==> src/rtl/pe_array_feeder_pkg.sv <==
// rtl/pe_array_feeder_pkg.sv - shared sizes and FSM encodings for the PE array feeder
package pe_array_feeder_pkg;

  localparam int FEEDER_N  = 8;
  localparam int FEEDER_DW = 16;
  localparam int FEEDER_KW = 7;

  typedef logic [2:0] state_t;

  localparam state_t ST_IDLE   = 3'd0;
  localparam state_t ST_CLEAR  = 3'd1;
  localparam state_t ST_STREAM = 3'd2;
  localparam state_t ST_FLUSH  = 3'd3;
  localparam state_t ST_WAIT   = 3'd4;

endpackage

==> src/rtl/pe_array_feeder_if.sv <==
// rtl/pe_array_feeder_if.sv - job, beat and cluster-side signals of the PE array feeder
interface pe_array_feeder_if #(
  parameter int N  = pe_array_feeder_pkg::FEEDER_N,
  parameter int DW = pe_array_feeder_pkg::FEEDER_DW,
  parameter int KW = pe_array_feeder_pkg::FEEDER_KW
);

  logic            start;
  logic [KW-1:0]   k_len;
  logic            in_valid;
  logic            in_ready;
  logic [N*DW-1:0] a_vec;
  logic [N*DW-1:0] w_vec;
  logic [N*DW-1:0] activations;
  logic [N*DW-1:0] weights;
  logic [N-1:0]    done;
  logic            array_en;
  logic [N*N-1:0]  array_dones;
  logic            busy;
  logic            job_done;

  modport master (
    output start, k_len, in_valid, a_vec, w_vec, array_dones,
    input  in_ready, activations, weights, done, array_en, busy, job_done
  );

  modport slave (
    input  start, k_len, in_valid, a_vec, w_vec, array_dones,
    output in_ready, activations, weights, done, array_en, busy, job_done
  );

endinterface

==> src/rtl/pe_array_feeder_skew_delay_line.sv <==
// rtl/pe_array_feeder_skew_delay_line.sv - DEPTH-stage register chain carrying {last_tag, data}
module skew_delay_line #(
  parameter int DEPTH = 1,
  parameter int DW    = 16
) (
  input  logic          clk,
  input  logic          rst,
  input  logic [DW-1:0] i_data,
  input  logic          i_tag,
  output logic [DW-1:0] o_data,
  output logic          o_tag
);

  logic [DW:0] r_stage [DEPTH];

  // shift tag and data one stage per cycle; reset empties the whole chain
  always_ff @(posedge clk) begin
    if (rst) begin
      for (int s = 0; s < DEPTH; s++) r_stage[s] <= '0;
    end else begin
      r_stage[0] <= {i_tag, i_data};
      for (int s = 1; s < DEPTH; s++) r_stage[s] <= r_stage[s-1];
    end
  end

  assign {o_tag, o_data} = r_stage[DEPTH-1];

endmodule

==> src/rtl/pe_array_feeder.sv <==
// rtl/pe_array_feeder.sv - skewing feeder and job sequencer for the 8x8 PE cluster; FEEDER_PERF_EN adds perf counters
module pe_array_feeder #(
  parameter int N  = pe_array_feeder_pkg::FEEDER_N,
  parameter int DW = pe_array_feeder_pkg::FEEDER_DW,
  parameter int KW = pe_array_feeder_pkg::FEEDER_KW
) (
  input  logic                clk,
  input  logic                rst,
  pe_array_feeder_if.slave    bus
`ifdef FEEDER_PERF_EN
  ,
  output logic [31:0]         perf_cycles,
  output logic [31:0]         perf_bubbles
`endif
);

  import pe_array_feeder_pkg::*;

  localparam int              FW         = $clog2(N + 1);
  localparam logic [FW-1:0]   FLUSH_LAST = FW'(N - 1);
  localparam logic [KW-1:0]   K_ONE      = KW'(1);

  state_t          r_state;
  state_t          w_state_nxt;
  logic [KW-1:0]   r_k_len;
  logic [KW-1:0]   r_k_cnt;
  logic [FW-1:0]   r_flush_cnt;
  logic            r_busy;
  logic            r_en;
  logic [N-1:0]    r_done_hold;

  logic            w_start_ok;
  logic            w_accept;
  logic            w_last;
  logic            w_all_done;
  logic            w_job_done;
  logic [N-1:0]    w_tag_out;
  logic [N*DW-1:0] w_act;
  logic [N*DW-1:0] w_wgt;

  assign w_start_ok = (r_state == ST_IDLE) && bus.start && (bus.k_len != '0);
  assign w_accept   = (r_state == ST_STREAM) && bus.in_valid;
  assign w_last     = w_accept && ((r_k_cnt + K_ONE) == r_k_len);
  assign w_all_done = &bus.array_dones;
  assign w_job_done = (r_state == ST_WAIT) && w_all_done;

  // next-state selection for the job sequencer
  always_comb begin
    w_state_nxt = r_state;
    case (r_state)
      ST_IDLE:   if (w_start_ok) w_state_nxt = ST_CLEAR;
      ST_CLEAR:  w_state_nxt = ST_STREAM;
      ST_STREAM: if (w_last) w_state_nxt = ST_FLUSH;
      ST_FLUSH:  if (r_flush_cnt == FLUSH_LAST) w_state_nxt = ST_WAIT;
      ST_WAIT:   if (w_all_done) w_state_nxt = ST_IDLE;
      default:   w_state_nxt = ST_IDLE;
    endcase
  end

  // FSM state, beat/flush counters, busy and the cluster enable (low only while clearing)
  always_ff @(posedge clk) begin
    if (rst) begin
      r_state     <= ST_IDLE;
      r_k_len     <= '0;
      r_k_cnt     <= '0;
      r_flush_cnt <= '0;
      r_busy      <= 1'b0;
      r_en        <= 1'b0;
    end else begin
      r_state <= w_state_nxt;
      r_en    <= (w_state_nxt != ST_CLEAR);
      if (w_start_ok) begin
        r_k_len <= bus.k_len;
        r_busy  <= 1'b1;
      end else if (w_job_done) begin
        r_busy  <= 1'b0;
      end
      if (r_state == ST_CLEAR) r_k_cnt <= '0;
      else if (w_accept)       r_k_cnt <= r_k_cnt + K_ONE;
      if (r_state == ST_FLUSH) r_flush_cnt <= r_flush_cnt + 1'b1;
      else                     r_flush_cnt <= '0;
    end
  end

  // per-row done flags latch when the tagged element leaves a lane, cleared by the next job
  always_ff @(posedge clk) begin
    if (rst)                       r_done_hold <= '0;
    else if (r_state == ST_CLEAR)  r_done_hold <= '0;
    else                           r_done_hold <= r_done_hold | w_tag_out;
  end

  for (genvar i = 0; i < N; i++) begin : g_lane
    logic [DW-1:0] w_a_in;
    logic [DW-1:0] w_w_in;
    logic          w_a_tag;
    logic          w_w_tag;

    // bubbles and idle cycles push zeros so a/w stay paired
    assign w_a_in = w_accept ? bus.a_vec[i*DW +: DW] : '0;
    assign w_w_in = w_accept ? bus.w_vec[i*DW +: DW] : '0;

    skew_delay_line #(.DEPTH(i + 1), .DW(DW)) u_a_line (
      .clk    (clk),
      .rst    (rst),
      .i_data (w_a_in),
      .i_tag  (w_last),
      .o_data (w_act[i*DW +: DW]),
      .o_tag  (w_a_tag)
    );

    skew_delay_line #(.DEPTH(i + 1), .DW(DW)) u_w_line (
      .clk    (clk),
      .rst    (rst),
      .i_data (w_w_in),
      .i_tag  (w_last),
      .o_data (w_wgt[i*DW +: DW]),
      .o_tag  (w_w_tag)
    );

    // both halves of a lane carry the same tag
    assign w_tag_out[i] = w_a_tag & w_w_tag;
  end

  assign bus.in_ready    = (r_state == ST_STREAM);
  assign bus.array_en    = r_en;
  assign bus.busy        = r_busy;
  assign bus.job_done    = w_job_done;
  assign bus.done        = r_done_hold | w_tag_out;
  assign bus.activations = w_act;
  assign bus.weights     = w_wgt;

`ifdef FEEDER_PERF_EN
  logic [31:0] r_perf_cycles;
  logic [31:0] r_perf_bubbles;

  // job length and stream bubble counters: clear on start, saturate, hold once idle
  always_ff @(posedge clk) begin
    if (rst || w_start_ok) begin
      r_perf_cycles  <= '0;
      r_perf_bubbles <= '0;
    end else begin
      if (r_busy && (r_perf_cycles != '1))
        r_perf_cycles <= r_perf_cycles + 32'd1;
      if ((r_state == ST_STREAM) && !bus.in_valid && (r_perf_bubbles != '1))
        r_perf_bubbles <= r_perf_bubbles + 32'd1;
    end
  end

  assign perf_cycles  = r_perf_cycles;
  assign perf_bubbles = r_perf_bubbles;
`endif

endmodule
==> src/flat_wrapper.sv <==
// flat-port wrapper written by rule: the top's interface ports become plain ports
module pe_array_feeder_flat import pe_array_feeder_pkg::*;
#(
  parameter int N  = pe_array_feeder_pkg::FEEDER_N,
  parameter int DW = pe_array_feeder_pkg::FEEDER_DW,
  parameter int KW = pe_array_feeder_pkg::FEEDER_KW
)
  (clk, rst, bus_start, bus_k_len, bus_in_valid, bus_a_vec, bus_w_vec, bus_array_dones, bus_in_ready, bus_activations, bus_weights, bus_done, bus_array_en, bus_busy, bus_job_done);
  pe_array_feeder_if #(.N(N), .DW(DW), .KW(KW)) bus_i ();
  input  logic clk;
  input  logic rst;
  input wire logic [$bits(bus_i.start)-1:0] bus_start;
  input wire logic [$bits(bus_i.k_len)-1:0] bus_k_len;
  input wire logic [$bits(bus_i.in_valid)-1:0] bus_in_valid;
  input wire logic [$bits(bus_i.a_vec)-1:0] bus_a_vec;
  input wire logic [$bits(bus_i.w_vec)-1:0] bus_w_vec;
  input wire logic [$bits(bus_i.array_dones)-1:0] bus_array_dones;
  output wire logic [$bits(bus_i.in_ready)-1:0] bus_in_ready;
  output wire logic [$bits(bus_i.activations)-1:0] bus_activations;
  output wire logic [$bits(bus_i.weights)-1:0] bus_weights;
  output wire logic [$bits(bus_i.done)-1:0] bus_done;
  output wire logic [$bits(bus_i.array_en)-1:0] bus_array_en;
  output wire logic [$bits(bus_i.busy)-1:0] bus_busy;
  output wire logic [$bits(bus_i.job_done)-1:0] bus_job_done;
  assign bus_i.start = bus_start;
  assign bus_i.k_len = bus_k_len;
  assign bus_i.in_valid = bus_in_valid;
  assign bus_i.a_vec = bus_a_vec;
  assign bus_i.w_vec = bus_w_vec;
  assign bus_i.array_dones = bus_array_dones;
  assign bus_in_ready = bus_i.in_ready;
  assign bus_activations = bus_i.activations;
  assign bus_weights = bus_i.weights;
  assign bus_done = bus_i.done;
  assign bus_array_en = bus_i.array_en;
  assign bus_busy = bus_i.busy;
  assign bus_job_done = bus_i.job_done;
  pe_array_feeder #(.N(N), .DW(DW), .KW(KW)) u_core (.clk(clk), .rst(rst), .bus(bus_i));
endmodule
==> config.mk <==
export PLATFORM = sky130hd
export DESIGN_NAME = pe_array_feeder_flat
export DESIGN_NICKNAME = d
export VERILOG_FILES = /design/src/rtl/pe_array_feeder_pkg.sv /design/src/rtl/pe_array_feeder_if.sv /design/src/rtl/pe_array_feeder_skew_delay_line.sv /design/src/rtl/pe_array_feeder.sv /design/src/flat_wrapper.sv
export SDC_FILE = /design/constraint.sdc
export NUM_CORES = 1
export LEC_CHECK = 0
export BUFFER_PORTS_ARGS = -buffer_cell sky130_fd_sc_hd__buf_2
export CAP_MARGIN = 15
export CORE_ASPECT_RATIO = 1.2
export CORE_MARGIN = 3
export CORE_UTILIZATION = 52
export DETAILED_ROUTE_END_ITERATION = 8
export PLACE_DENSITY = 0.84
export SKIP_LAST_GASP = 1
export SLEW_MARGIN = 20
export SYNTH_ARGS = -nofsm -noshare
export SYNTH_HDL_FRONTEND = slang
export SYNTH_HIERARCHICAL = 1
export SYNTH_SLANG_ARGS = --single-unit
==> constraint.sdc <==
create_clock -name clk -period 3.1 [get_ports clk]
set_input_delay 0.465 -clock clk [delete_from_list [all_inputs] [get_ports clk]]
set_output_delay 0.465 -clock clk [all_outputs]
set_load 0.01 [all_outputs]
==> reports/results.ini <==
[worst_hold_path]
worstHoldPathType = in -> reg

[yosys]
syn_inst = 3193
synth_flop_cell = dfxtp_1
seq_area_frac_synth_pct = 66.8
syn_area_per_cell_sq_um = 11.8
synth-seq-cells = 1255
yosys_warnings = 6
synthArstFlopShare_pct = 0
syn-num-nets = 3526
syn_area_sq_mm = 0.0376
synth_cell_types = 39
synth_edf_count = 0

[floorplanning]
die_h_microns = 301
start_util_pct = 52.7
core-area_sq_mm = 0.0714
die_w_microns = 251
pin_count = 599
fp.dieArea_sq_mm = 0.0756
rows = 107

[sta]
worstMarginPinSlew_ps = 623
period_share_pct = 76.3
hold_viol = 0
fin_skew_ps = 26.6
slew_headroom_pct = 58.4
setup_viol = 0
rsz0062_at_grt = no
maxSlewViolCount = 0
hold_slack_ps = 101
tns_ps = 0
fin_crit_ps = 2370
fmax_mhz = 423

[cells_and_area]
multi_input_area_sq_mm = 0.0102
final.fill_count = 5410
seqCellArea_sq_mm = 0.0251
layout_commonest_cell = dfxtp_1
fin_area_sq_mm = 0.0437
mostFrequentLayoutCells = dfxtp_1, nor2b_1, buf_2
drive_above_1_share_pct = 22.6
finalNetCount = 3947
area_growth_pct = 16.2

[setup_path]
crit_chain = buf_2, nand4_1, nor4_1, buf_4, nand4_1, nor2_1, buf_2
crit_buf_inv = 3
required_ps = 2630
cp-start-kind = input pin
crit_family = simple AND/OR/NAND/NOR gates
slowest_stage = nor4_1
worst-path-max-fanout = 3
end_kind = output pin
worstPathArrival_ps = 1900
crit_type = in -> out
max_stage_delay_ps = 540

[global_routing]
grt_first_pass_wirelength_mm = 99.5
antenna_found_initial = 14
grtUsageMet2_pct = 29.4
grt_use_met1_pct = 17.5
grt_pass1_vias = 19800
use_met3_pct = 5.60
grt_max_degree = 158
top_usage_layer = met2
overflow = 0
grt_usage_pct = 16.6

[clock_network]
clk_pin_slew_ps = 70
post_cts_buffers = 0
cts_hold_buf = 0
cts_buffers = 110
clockBufferDepth = 3
cts_sinks = 1255
htreeDepth = 3
clk_latency_ps = 650
ctsResizeCount = 0
cts_tree = yes
clock_tree.root_cell = clkbuf_16

[placed_design]
gp_congestion = 0.833
hpwl_mm = 42.0
placed_area_sq_mm = 0.0399
port_buffers = 598

[detailed_routing]
viasPerCell = 4.31
routedWlPerCell_microns = 13.9
antenna_left = 0
drc = 0
dr.pass1.iters = 4
finalWirelength_mm = 64.2
initialDrtViolationCount = 690
dr_total_vias = 19900

[power]
peakVddDrop_uv = 502
p_leak_nw = 18.9
p_per_area_mw_per_mm2 = 704

[job]
maxCapViolCount = 0

[outcome]
status = finished clean

[sequential cells by signal, indices dropped and copies added (netlist names)]
register / cells
u_core/bus.array_en: 1
u_core/bus.busy: 1
u_core/g_lane.u_a_line/r_stage: 612
u_core/g_lane.u_w_line/r_stage: 612
u_core/r_done_hold: 8
u_core/r_flush_cnt: 4
u_core/r_k_cnt: 7
u_core/r_k_len: 7
u_core/r_state: 3
[final cells by class]
| type | instances | share of cell area [%] |
|---|---|---|
| flip-flops and latches | 1255 | 57.5 |
| multi-input cells | 1615 | 23.4 |
| repair buffers | 631 | 7.87 |
| clock buffers | 154 | 7.21 |
| well taps | 926 | 2.65 |
| clock inverters | 44 | 1.33 |
| diodes | 7 | 0.0401 |
| inverters | 1 | 0.00859 |
[synthesized netlist by cell type, drive strengths merged (2+ instances only)]
master | number | share of area (%)
nor2b | 1212 | 20
xnor2 | 12 | 0.28
dfxtp | 1255 | 67
buf | 293 | 5.7
and2 | 256 | 4.3
nor3b | 3 | 0.060
nor2 | 19 | 0.19
nand4 | 19 | 0.32
nand2 | 17 | 0.17
a22oi | 2 | 0.040
nor4 | 5 | 0.083
a21oi | 7 | 0.093
a21o | 8 | 0.16
and2b | 22 | 0.51
clkbuf | 29 | 0.29
ha | 2 | 0.067
nand3 | 6 | 0.080
xor2 | 7 | 0.16
[worst paths after layout]
check                                                               from                                        to  slack [ps]  depth (start not counted)
worst max-delay path                                 bus_array_dones[62]                              bus_job_done         730                          7
worst min-delay path                                        bus_k_len[6]                         u_core/r_k_len[6]         100                          3
worst max register to register                         u_core/r_k_cnt[0]  u_core/g_lane[0].u_a_line/r_stage[0][16]        1020                          8
worst min register to register  u_core/g_lane[4].u_a_line/r_stage[0][38]  u_core/g_lane[4].u_a_line/r_stage[0][55]         410                          1
[worst reg2reg max path, stage by stage, from the launching register on]
cell	delay [ps]
dfxtp_1	420
ha_1	260
and3_1	290
xnor2_1	150
nand2_1	70
o21a_1	210
nor3b_2	190
buf_4	250
and2b_2	180
[per-layer routing]
metal,vias to the layer above,wire length (microns)
met2,582,31600
li1,10300,-
met5,-,78
met1,8865,24700
met3,162,4980
met4,12,2910
[cell families after synthesis]
logic type | count (synthesis) | share of synthesized area, %
adder cells (fa/ha/maj) | 2 | 0.0666
XOR/XNOR | 19 | 0.443
flip-flops | 1255 | 66.8
multiplexers | 1 | 0.0266
buffers and inverters | 323 | 6.03
AND/OR/NAND/NOR | 1568 | 26.1
AO/OA/AOI/OAI | 25 | 0.529
[stage by stage]
step | total power [mW] | setup slack, ps | std cells | utilization (%)
final | 30.7 | 735 | 4633 | 61.2
after global routing | 31.8 | 611 | 4629 | 61.2
after CTS | 31.1 | 639 | 4626 | 61.2
after detailed placement | 17.4 | 642 | 4428 | 56.0
after global placement | 17.4 | 701 | 4428 | 56.0
after floorplan | 17.1 | 828 | 3193 | -
[report_power, final]
group          leakage, nW  switching (mW)  total (mW)  internal [mW]
Sequential            10.1          0.0354        16.3           16.2
Clock                 1.82            5.77        13.7           7.89
Combinational         6.95           0.451       0.802          0.351
Total                 18.9            6.25        30.7           24.5
(Power assumes the default switching activity.)
